<file path="config.mk">
export PLATFORM = sky130hd
export DESIGN_NAME = heli_motion_ctrl
export DESIGN_NICKNAME = d
export VERILOG_FILES = /design/src/rtl/heli_pkg.sv /design/src/rtl/heli_physics_step.sv /design/src/rtl/heli_motion_ctrl.sv
export SDC_FILE = /design/constraint.sdc
export NUM_CORES = 1
export LEC_CHECK = 0
export CORE_UTILIZATION = 30
export CTS_BUF_LIST = sky130_fd_sc_hd__clkbuf_4
export DETAILED_ROUTE_END_ITERATION = 8
export PLACE_DENSITY = 0.59
export SETUP_SLACK_MARGIN = 0.15
export SLEW_MARGIN = 40
export SYNTH_ARGS = -nofsm -noshare
export SYNTH_HDL_FRONTEND = slang
export SYNTH_SLANG_ARGS = --single-unit
</file>
<file path="constraint.sdc">
create_clock -name clk -period 6.9 [get_ports clk]
set_input_delay 0.69 -clock clk [delete_from_list [all_inputs] [get_ports clk]]
set_output_delay 0.69 -clock clk [all_outputs]
set_load 0.01 [all_outputs]
</file>
<file path="src/rtl/heli_pkg.sv">
// Shared types and screen geometry for the helicopter game controller.
package heli_pkg;

    typedef enum logic [1:0] {
        GS_IDLE  = 2'd0,
        GS_PLAY  = 2'd1,
        GS_CRASH = 2'd2
    } game_state_t;

    localparam int SCREEN_W = 640;
    localparam int SCREEN_H = 480;
    localparam int HELI_W   = 27;
    localparam int HELI_H   = 15;
    localparam int Y_MAX    = SCREEN_H - HELI_H;   // 465: lowest legal anchor row

    // 9.4 fixed-point position with a sign bit, signed 8-bit velocity
    localparam int FRAC_W = 4;
    localparam int INT_W  = 9;
    localparam int POS_W  = 14;
    localparam int VEL_W  = 8;

endpackage

</file>
<file path="src/rtl/heli_physics_step.sv">
// One frame of semi-implicit integration: saturate the new velocity first,
// then advance the position by it and flag which screen bound was crossed.
module heli_physics_step
    import heli_pkg::*;
#(
    parameter int GRAVITY = 2,
    parameter int THRUST  = 5,
    parameter int VMAX    = 48
) (
    input  logic signed [POS_W-1:0] pos,
    input  logic signed [VEL_W-1:0] vel,
    input  logic                    thrust,
    output logic signed [POS_W-1:0] pos_next,
    output logic signed [VEL_W-1:0] vel_next,
    output logic                    hit_top,
    output logic                    hit_bottom
);
    localparam logic signed [VEL_W+1:0] G_W     = (VEL_W+2)'(GRAVITY);
    localparam logic signed [VEL_W+1:0] T_W     = (VEL_W+2)'(THRUST);
    localparam logic signed [VEL_W+1:0] VMAX_P  = (VEL_W+2)'(VMAX);
    localparam logic signed [VEL_W+1:0] VMAX_N  = -(VEL_W+2)'(VMAX);
    // largest position whose integer part is still Y_MAX
    localparam logic signed [POS_W:0]   P_BOT   = (POS_W+1)'(((Y_MAX + 1) << FRAC_W) - 1);

    logic signed [VEL_W+1:0] v_sum;
    logic signed [POS_W:0]   p_sum;

    // velocity update with symmetric saturation, then position update
    always_comb begin
        v_sum = {{2{vel[VEL_W-1]}}, vel} + G_W - (thrust ? T_W : '0);
        if (v_sum > VMAX_P)
            vel_next = VMAX_P[VEL_W-1:0];
        else if (v_sum < VMAX_N)
            vel_next = VMAX_N[VEL_W-1:0];
        else
            vel_next = v_sum[VEL_W-1:0];

        p_sum      = {pos[POS_W-1], pos} + {{(POS_W+1-VEL_W){vel_next[VEL_W-1]}}, vel_next};
        hit_top    = p_sum[POS_W];
        hit_bottom = !p_sum[POS_W] && (p_sum > P_BOT);
        pos_next   = p_sum[POS_W-1:0];
    end

endmodule

</file>
<file path="src/rtl/heli_motion_ctrl.sv">
// Frame-synchronous helicopter game controller: IDLE/PLAY/CRASH sequencing,
// per-frame physics, collision latching. Optional frame score counter is
// built only when HELI_SCORE_EN is defined.
module heli_motion_ctrl
    import heli_pkg::*;
#(
    parameter int START_X      = 100,
    parameter int START_Y      = 232,
    parameter int GRAVITY      = 2,
    parameter int THRUST       = 5,
    parameter int VMAX         = 48,
    parameter int CRASH_FRAMES = 60
) (
    input  logic        clk,
    input  logic        reset,
    input  logic        frame_start,
    input  logic        start,
    input  logic        thrust,
    input  logic        collide,
    output logic [9:0]  heli_x,
    output logic [8:0]  heli_y,
    output logic [1:0]  game_state,
    output logic        crash_pulse
`ifdef HELI_SCORE_EN
    ,
    output logic [15:0] score
`endif
);
    localparam logic [1:0] S_IDLE  = GS_IDLE;
    localparam logic [1:0] S_PLAY  = GS_PLAY;
    localparam logic [1:0] S_CRASH = GS_CRASH;

    localparam int CW = $clog2(CRASH_FRAMES + 1);
    localparam logic signed [POS_W-1:0] POS_RST = POS_W'(START_Y << FRAC_W);
    localparam logic signed [POS_W-1:0] POS_BOT = POS_W'(Y_MAX << FRAC_W);

    logic [1:0]              state;
    logic signed [POS_W-1:0] pos;
    logic signed [VEL_W-1:0] vel;
    logic                    hit;
    logic [CW-1:0]           cnt;

    logic signed [POS_W-1:0] pos_next;
    logic signed [VEL_W-1:0] vel_next;
    logic                    hit_top;
    logic                    hit_bottom;
    logic                    crash_now;
    logic                    pos_sign_unused;

    heli_physics_step #(
        .GRAVITY (GRAVITY),
        .THRUST  (THRUST),
        .VMAX    (VMAX)
    ) u_step (
        .pos        (pos),
        .vel        (vel),
        .thrust     (thrust),
        .pos_next   (pos_next),
        .vel_next   (vel_next),
        .hit_top    (hit_top),
        .hit_bottom (hit_bottom)
    );

    // a collide on the frame_start cycle itself still counts for this frame
    assign crash_now = hit | collide | hit_top | hit_bottom;

    // game FSM, position/velocity registers and hit latch
    always_ff @(posedge clk) begin
        if (reset) begin
            state       <= S_IDLE;
            pos         <= POS_RST;
            vel         <= '0;
            hit         <= 1'b0;
            cnt         <= '0;
            crash_pulse <= 1'b0;
        end else begin
            crash_pulse <= 1'b0;
            case (state)
                S_IDLE: begin
                    if (start) begin
                        state <= S_PLAY;
                        hit   <= 1'b0;
                    end
                end
                S_PLAY: begin
                    if (collide)
                        hit <= 1'b1;
                    if (frame_start) begin
                        hit <= 1'b0;
                        if (crash_now) begin
                            state       <= S_CRASH;
                            crash_pulse <= 1'b1;
                            cnt         <= CW'(CRASH_FRAMES);
                            vel         <= '0;
                            // a pure collision keeps the last committed position
                            if (hit_top)
                                pos <= '0;
                            else if (hit_bottom)
                                pos <= POS_BOT;
                        end else begin
                            pos <= pos_next;
                            vel <= vel_next;
                        end
                    end
                end
                S_CRASH: begin
                    if (frame_start) begin
                        cnt <= cnt - 1'b1;
                        if (cnt == CW'(1)) begin
                            state <= S_IDLE;
                            pos   <= POS_RST;
                        end
                    end
                end
                default: state <= S_IDLE;
            endcase
        end
    end

`ifdef HELI_SCORE_EN
    // frames survived, cleared on game start, saturating
    always_ff @(posedge clk) begin
        if (reset)
            score <= '0;
        else if (state == S_IDLE && start)
            score <= '0;
        else if (state == S_PLAY && frame_start && !crash_now && score != 16'hFFFF)
            score <= score + 16'd1;
    end
`endif

    assign heli_x          = 10'(START_X);
    assign heli_y          = pos[FRAC_W+INT_W-1:FRAC_W];
    assign game_state      = state;
    assign pos_sign_unused = pos[POS_W-1];

endmodule

</file>
==> results.cfg, run 1 <==
[sta]
clock_skew_ns = 0.00714
tns_ns = 0
rsz0062_at_grt = false
slew_violations = 0
worstMarginPinSlew_ns = 0.685
finalCritPeriodShare = 0.862
worst_slack_ns = 0.954
slew_headroom = 0.543
max_freq_mhz = 168
setup_viol = 0
hold_viol = 0
period_needed_ns = 5.95

[die]
pin_count = 28
die_w_um = 105
die_y_um = 105
dieArea_mm2 = 0.0109
initial_utilization = 0.307
fp-row-count = 37
core-area_mm2 = 0.0103

[place]
place_ws_ns = 0.677
io_buffers = 17
hpwl_um = 5630
place.gp.congestion = 0.820

[setup_path]
worstPathArrival_ns = 6.19
critical-path-top-delay-family = compound AO/OA/AOI/OAI gates
required_ns = 7.15
cp_slowest_cell = dfxtp_1
path_cells = ha_1 > ha_1 > nor2b_1 > a21oi_2 > o221a_2 > a21boi_1 > inv_1 > o21ai_1 > a2bb2oi_1 > nor2_1 > ha_1 > inv_1 > fa_1 > and2b_1 > o2111a_1 > o21ai_1 > mux2_2 > a211oi_4 > and3_1 > o2111ai_1 > o32ai_1
critPathLaunchType = flop
path_class = reg -> reg
r2r_slack_ns = 0.95
r2r-end = pos[1]
worstPathMaxFanout = 15
crit_top_cell = ha_1
cp_num_buf_inv = 2
cp_slowest_stage_delay_ns = 0.63
timing.rr.start = vel[1]
critPathCaptureType = flop
reg2reg_depth = 21

[global_routing]
grt-ovfl-total = 0
first_global_vias = 2596
grt_start_max_net_pins = 30
antenna_found_initial = 0
grt_pass1_wl_um = 12200
gr-usage-all-layers = 0.135

[routing]
vias = 2756
wl_met1_um = 3530
wl_per_cell_um = 14.1
route.detailed.drc = 0
met3_length_um = 172
dr.pass1.iters = 4
routed_wl_um = 7360
met2_length_um = 3580
highest_layer = met4
drt_iter0_drc = 88
vias_per_cell = 5.28
antenna_left = 0

[clocking]
hold_buffers = 0
cts_buffer_depth = 2
cts_resized = 0
clk_latency_ns = 0.34
cts_tree = built
cts.htree.levels = 2
post_cts_buffers = 0
cts.clk_slew.worst_paths_ns = 0.10
clock-sinks = 32
clockRootBuffer = clkbuf_4
cts_buffers = 5

[pwr]
ir_worst_vdd_mv = 0.139
power_density_mw_per_mm2 = 332
p_leak_nw = 1.24

[layout]
n_antenna_cell = 0
nets = 418
area_growth_pct = 5.59
nFillCells = 1112
drive_gt1_frac = 0.0855

[worst_hold_path]
holdPathEnd = vel[0]
worstHoldStart = vel[0]
hold_path_class = reg -> reg
hold_depth = 2

[synthesis]
yosysWarnings = 0
ys_types = 75
syn_inst = 390
syn-cell-area_mm2 = 0.00316
ys_seq_elements = 32
synth-seq-area-share = 0.203
async_flop_share = 0
synth.avg_cell_area_um2 = 8.09
synth_enable_flop_cells = 0
synth-main-ff-cell = dfxtp_1

[status]
outcome = completed

[run]
cap_violations = 0
-- cells in the mapped netlist (4+ instances only) --
master	number	area share
buf_2	5	0.0079
nor2_1	19	0.023
nor3_1	13	0.021
nand3_1	13	0.021
o2111ai_1	4	0.011
nand4_1	5	0.0099
inv_1	31	0.037
a21oi_1	22	0.035
nand2b_1	4	0.0079
and3_1	7	0.014
or2_2	5	0.0099
xnor2_1	7	0.019
nand2_1	27	0.032
a221oi_1	5	0.014
a21o_1	6	0.014
ha_1	25	0.099
clkbuf_1	7	0.0083
a211o_1	4	0.011
and2_1	5	0.0099
a2bb2oi_1	4	0.011
o21ai_0	12	0.019
dfxtp_1	32	0.20
a31oi_1	6	0.012
buf_4	24	0.057
o32ai_1	10	0.028
xor2_1	8	0.022
-- sequential cells by signal (all words and copies together) (netlist names) --
name / count
cnt: 6
crash_pulse: 1
game_state: 2
hit: 1
pos: 14
vel: 8
-- power by group --
| group | switching [W] | internal, W |
|---|---|---|
| logic | 0.000446 | 0.000300 |
| registers | 0.0000367 | 0.000222 |
| clock network | 0.0000664 | 0.0000355 |
| total | 0.000549 | 0.000557 |
-- kinds of logic (layout without fill, tap and decap cells) --
group / count (synthesis) / count (layout) / synth area share
compound gates: 117 / 117 / 0.296
buf+inv: 70 / 58 / 0.119
mux: 4 / 4 / 0.0131
flops: 32 / 32 / 0.203
xor+xnor: 17 / 17 / 0.0539
fa+ha+maj: 26 / 26 / 0.105
simple gates: 122 / 122 / 0.207
other cells: 2 / 10 / 0.00238
-- per-layer routing --
metal | global-route usage | vias to the layer above
met3 | 0.0237 | 6
met1 | 0.173 | 1314
li1 | - | 1401
met4 | 0.0423 | 0
met2 | 0.230 | 35
met5 | 0 | -
-- layout by cell type, fill, tap and decap left out, drive strengths merged, types with 6 or more instances in the layout --
cell type / n
a211oi: 6
a21o: 6
a21oi: 25
a221oi: 6
a31oi: 7
and3: 7
clkdlybuf4s50: 17
conb: 10
dfxtp: 32
ha: 25
inv: 31
nand2: 27
nand3: 13
nor2: 19
nor3: 14
o21ai: 15
o32ai: 10
or2: 7
xnor2: 7
xor2: 9
-- per-stage QoR --
stage / power, W / instances / utilization / hold WS (ns) / area [um2]
floorplan: 0.000866 / 398 / - / 0.432 / 3190
global placement: 0.000995 / 515 / 0.320 / 0.450 / 3290
detailed placement: 0.00100 / 515 / 0.320 / 0.450 / 3290
CTS: 0.00111 / 522 / 0.324 / 0.464 / 3330
global route: 0.00120 / 522 / 0.324 / 0.500 / 3330
finish: 0.00111 / 522 / 0.324 / 0.461 / 3330
-- cell type report --
type / instances / area, um2 / share of cell area
clock buffer: 5 / 37.5 / 0.0113
clock inverter: 2 / 7.51 / 0.00225
inverter: 32 / 120 / 0.0360
multi-input combinational: 296 / 2170 / 0.652
sequential: 32 / 641 / 0.192
tap: 136 / 170 / 0.0511
timing repair buffer: 19 / 185 / 0.0556
-- worst reg2reg max path, cell delays in order, from the launching register on --
cell and delay, ns:
dfxtp_1 0.63, ha_1 0.33, ha_1 0.32, nor2b_1 0.27, a21oi_2 0.14, o221a_2 0.18, a21boi_1 0.32, inv_1 0.27
o21ai_1 0.15, a2bb2oi_1 0.38, nor2_1 0.08, ha_1 0.23, inv_1 0.08, fa_1 0.19, and2b_1 0.22, o2111a_1 0.27
o21ai_1 0.16, mux2_2 0.39, a211oi_4 0.30, and3_1 0.38, o2111ai_1 0.33, o32ai_1 0.23
-- worst max path at each step --
stage                     depth (start not counted)     end  slack (ns)    from
after floorplan                                  22  cnt[3]        1.88  thrust
after global placement                           22  pos[1]        0.91  thrust
after detailed placement                         22  pos[1]        0.68  thrust
after CTS                                        21  pos[1]        0.99  vel[1]
after global routing                             21  pos[2]        0.50  vel[1]
final                                            21  pos[1]        0.95  vel[1]
Power figures use the tool's default switching activity.
==> inputs of run 2 (changes only) <==
--- a/config.mk
+++ b/config.mk
@@ -8,6 +8,7 @@
 export CORE_UTILIZATION = 30
 export CTS_BUF_LIST = sky130_fd_sc_hd__clkbuf_4
 export DETAILED_ROUTE_END_ITERATION = 8
+export GPL_TIMING_DRIVEN = 0
 export PLACE_DENSITY = 0.59
 export SETUP_SLACK_MARGIN = 0.15
 export SLEW_MARGIN = 40
==> results.cfg, run 2 (same netlist as run 1, synthesis figures left out) <==
[routing]
vias_per_cell = 5.15
vias = 2879
antenna_left = 0
wl_per_cell_um = 13.6
drt_iter0_drc = 134
route.detailed.drc = 0
routed_wl_um = 7610
dr.pass1.iters = 4

[worst_hold_path]
hold_path_class = reg -> reg
worstHoldStart = vel[0]

[die]
initial_utilization = 0.307
fp-row-count = 37
core-area_mm2 = 0.0103
die_w_um = 105
die_y_um = 105
pin_count = 28
dieArea_mm2 = 0.0109

[global_routing]
first_global_vias = 2708
grt-ovfl-total = 0
grt_pass1_wl_um = 13000
gr-usage-all-layers = 0.143
antenna_found_initial = 0
grt_start_max_net_pins = 11

[clocking]
cts_resized = 0
post_cts_buffers = 0
cts.htree.levels = 2
clockRootBuffer = clkbuf_4
clk_latency_ns = 0.33
clock-sinks = 32
cts_buffer_depth = 2
cts_tree = built
cts_buffers = 5
hold_buffers = 0
cts.clk_slew.worst_paths_ns = 0.11

[layout]
drive_gt1_frac = 0.154
largest_register_ffs = 14
top_regs = pos (14), vel (8), cnt (6)
n_antenna_cell = 0
nets = 454
layout_commonest_cell = dfxtp_1
nFillCells = 1084
regMostFlops = pos
final_cell_mix = 32 x dfxtp_1, 31 x inv_1, 27 x nand2_1
area_growth_pct = 14.3

[sta]
slew_headroom = 0.525
max_freq_mhz = 161
finalCritPeriodShare = 0.898
setup_viol = 0
slew_violations = 0
tns_ns = 0
rsz0062_at_grt = false
worstMarginPinSlew_ns = 0.712
period_needed_ns = 6.20
clock_skew_ns = 0.0129
hold_viol = 0

[place]
io_buffers = 17
hpwl_um = 5860
place.gp.congestion = 0.824

[pwr]
p_leak_nw = 1.42
power_w = 0.00121
ir_worst_vdd_mv = 0.193
power_density_mw_per_mm2 = 335

[setup_path]
critPathLaunchType = input pin
worstPathArrival_ns = 6.44
critPathCaptureType = flop
worstPathMaxFanout = 10
path_class = in -> reg
required_ns = 7.15
timing.rr.start = vel[1]
startpoint = thrust

[run]
cap_violations = 0

[status]
outcome = completed
-- run 2: power by group --
group	total [W]	leakage (nW)	internal [W]	switching, W
combinational	0.000804	1.11	0.000340	0.000464
clock	0.000147	0.0456	0.0000799	0.0000673
sequential	0.000256	0.260	0.000222	0.0000348
total	0.00121	1.42	0.000641	0.000566
-- run 2: through the flow --
step	utilization	area (um2)	setup slack (ns)	cells	hold slack, ns
after CTS	0.351	3610	0.659	559	0.464
final	0.351	3610	0.705	559	0.469
after global routing	0.351	3610	0.225	559	0.485
after floorplan	-	3190	1.88	398	0.432
after global placement	0.343	3530	0.432	551	0.443
after detailed placement	0.343	3530	0.331	551	0.448
-- run 2: per-layer routing --
layer / GRT usage / wire length [um]
met2: 0.230 / 3530
met1: 0.198 / 3810
met5: 0 / 0
met3: 0.0212 / 196
met4: 0.0372 / 65
-- run 2: path summary, 6_finish.rpt --
| path | slack (ns) | to | depth (start not counted) |
|---|---|---|---|
| hold reg to reg | 0.47 | vel[0] | 2 |
| hold / removal | 0.47 | vel[0] | 2 |
| setup reg to reg | 0.96 | pos[3] | 23 |
| setup / recovery | 0.70 | pos[3] | 24 |
-- run 2: worst max-delay path, cell delays in order --
cell and delay (ns):
clkdlybuf4s50_1 0.55, inv_1 0.06, ha_1 0.32, nor2b_1 0.28, a21oi_2 0.14, o221a_2 0.16
a21boi_1 0.36, inv_1 0.32, o21ai_1 0.16, a2bb2oi_1 0.28, buf_6 0.17, nor2_1 0.04
ha_1 0.21, inv_1 0.08, fa_1 0.20, and2b_1 0.21, o2111a_1 0.27, o21ai_1 0.20
mux2_2 0.40, a211oi_4 0.35, and3_1 0.21, buf_2 0.19, o2111ai_1 0.32, o32ai_1 0.23
-- run 2: final cells by class --
cell class | instances | area, um2 | area share
multi-input combinational | 296 | 2170 | 0.602
sequential | 32 | 641 | 0.178
buffer | 38 | 254 | 0.0704
timing repair buffer | 17 | 170 | 0.0472
tap | 136 | 170 | 0.0472
inverter | 32 | 120 | 0.0333
clock buffer | 6 | 45.0 | 0.0125
clock inverter | 2 | 35.0 | 0.00971
==> inputs of run 3 (changes only) <==
--- a/config.mk
+++ b/config.mk
@@ -5,6 +5,7 @@
 export SDC_FILE = /design/constraint.sdc
 export NUM_CORES = 1
 export LEC_CHECK = 0
+export CORE_MARGIN = 2
 export CORE_UTILIZATION = 30
 export CTS_BUF_LIST = sky130_fd_sc_hd__clkbuf_4
 export DETAILED_ROUTE_END_ITERATION = 8
==> results.cfg, run 3 (same netlist as run 1, synthesis figures left out) <==
[sta]
hold_slack_ns = 0.465
hold_viol = 0
rsz0062_at_grt = false
slew_headroom = 0.561
period_needed_ns = 6.14
clock_skew_ns = 0.0149
setup_viol = 0
tns_ns = 0
max_freq_mhz = 163
worstMarginPinSlew_ns = 0.659
slew_violations = 0
finalCritPeriodShare = 0.890

[layout]
area_growth_pct = 14.3
largest_register_ffs = 14
layout_commonest_cell = dfxtp_1
regMostFlops = pos
drive_gt1_frac = 0.154
final_cell_mix = 32 x dfxtp_1, 31 x inv_1, 27 x nand2_1
nets = 454
n_antenna_cell = 0
fin_cells = 559
design_area_mm2 = 0.00361
top_regs = pos (14), vel (8), cnt (6)

[clocking]
cts_tree = built
clock-sinks = 32
cts_buffers = 5
cts.clk_slew.worst_paths_ns = 0.11
cts_resized = 0
clockRootBuffer = clkbuf_4
cts.htree.levels = 2
clk_latency_ns = 0.34
cts_buffer_depth = 2
post_cts_buffers = 0
hold_buffers = 0

[pwr]
p_leak_nw = 1.42
ir_worst_vdd_mv = 0.212
power_density_mw_per_mm2 = 336

[die]
core-area_mm2 = 0.0103
fp-row-count = 37
die_y_um = 107
initial_utilization = 0.307
die_w_um = 107
pin_count = 28
dieArea_mm2 = 0.0114

[status]
outcome = completed

[global_routing]
first_global_vias = 2680
grt_pass1_wl_um = 12900
grt-ovfl-total = 0
antenna_found_initial = 0
grt_start_max_net_pins = 11
gr-usage-all-layers = 0.138

[place]
placed_area_mm2 = 0.00353
io_buffers = 17
placed_cells = 551
place.gp.congestion = 0.817
hpwl_um = 6060

[routing]
dr.pass1.iters = 4
routed_wl_um = 7820
antenna_left = 0
drt_iter0_drc = 102
vias_per_cell = 5.26
route.detailed.drc = 0
wl_per_cell_um = 14.0
vias = 2938

[setup_path]
path_class = in -> reg
worstPathMaxFanout = 10
critPathCaptureType = flop
required_ns = 7.15
critPathLaunchType = input pin
worstPathArrival_ns = 6.40
r2r_slack_ns = 0.96

[worst_hold_path]
hold_path_class = reg -> reg

[run]
cap_violations = 0
==> run 3: where the power goes <==
part / total (W) / internal, W / switching [W]
logic: 0.000805 / 0.000340 / 0.000465
clock network: 0.000152 / 0.0000799 / 0.0000721
registers: 0.000256 / 0.000222 / 0.0000341
==> run 3: critical path, stage by stage <==
cell and delay, ns:
clkdlybuf4s50_1 0.55, inv_1 0.07, ha_1 0.32, nor2b_1 0.26
a21oi_2 0.14, o221a_2 0.16, a21boi_1 0.35, inv_1 0.31
o21ai_1 0.16, a2bb2oi_1 0.28, buf_6 0.17, nor2_1 0.04
ha_1 0.23, inv_1 0.09, fa_1 0.21, and2b_1 0.22
o2111a_1 0.28, o21ai_1 0.19, mux2_2 0.40, a211oi_4 0.34
and3_1 0.20, buf_2 0.19, o2111ai_1 0.31, o32ai_1 0.23
==> run 3: final cells by class <==
type	count	area, um2
well taps	136	170
multi-input cells	296	2170
clock buffers	6	45.0
flip-flops and latches	32	641
repair buffers	17	170
plain buffers	38	254
inverters	32	120
fillers	1114	6670
clock inverters	2	35.0
==> run 3: final timing paths <==
check         start  endpoint  cells past startpoint
max          thrust    pos[0]                     24
min          vel[0]    vel[0]                      2
max reg2reg  vel[1]    pos[0]                     23
min reg2reg  vel[0]    vel[0]                      2
==> run 3: through the flow <==
stage / utilization / total power (W) / setup slack [ns]
global placement: 0.343 / 0.00104 / 0.553
floorplan: - / 0.000866 / 1.88
global route: 0.351 / 0.00131 / 0.430
CTS: 0.351 / 0.00122 / 0.787
detailed placement: 0.343 / 0.00106 / 0.471
finish: 0.351 / 0.00121 / 0.756
==> run 3: per-layer routing <==
metal,wire length (um),vias up,global-route usage
met5,0,-,0
met4,204,0,0.0519
met3,267,13,0.0225
met2,3470,50,0.217
met1,3880,1388,0.190
li1,-,1487,-
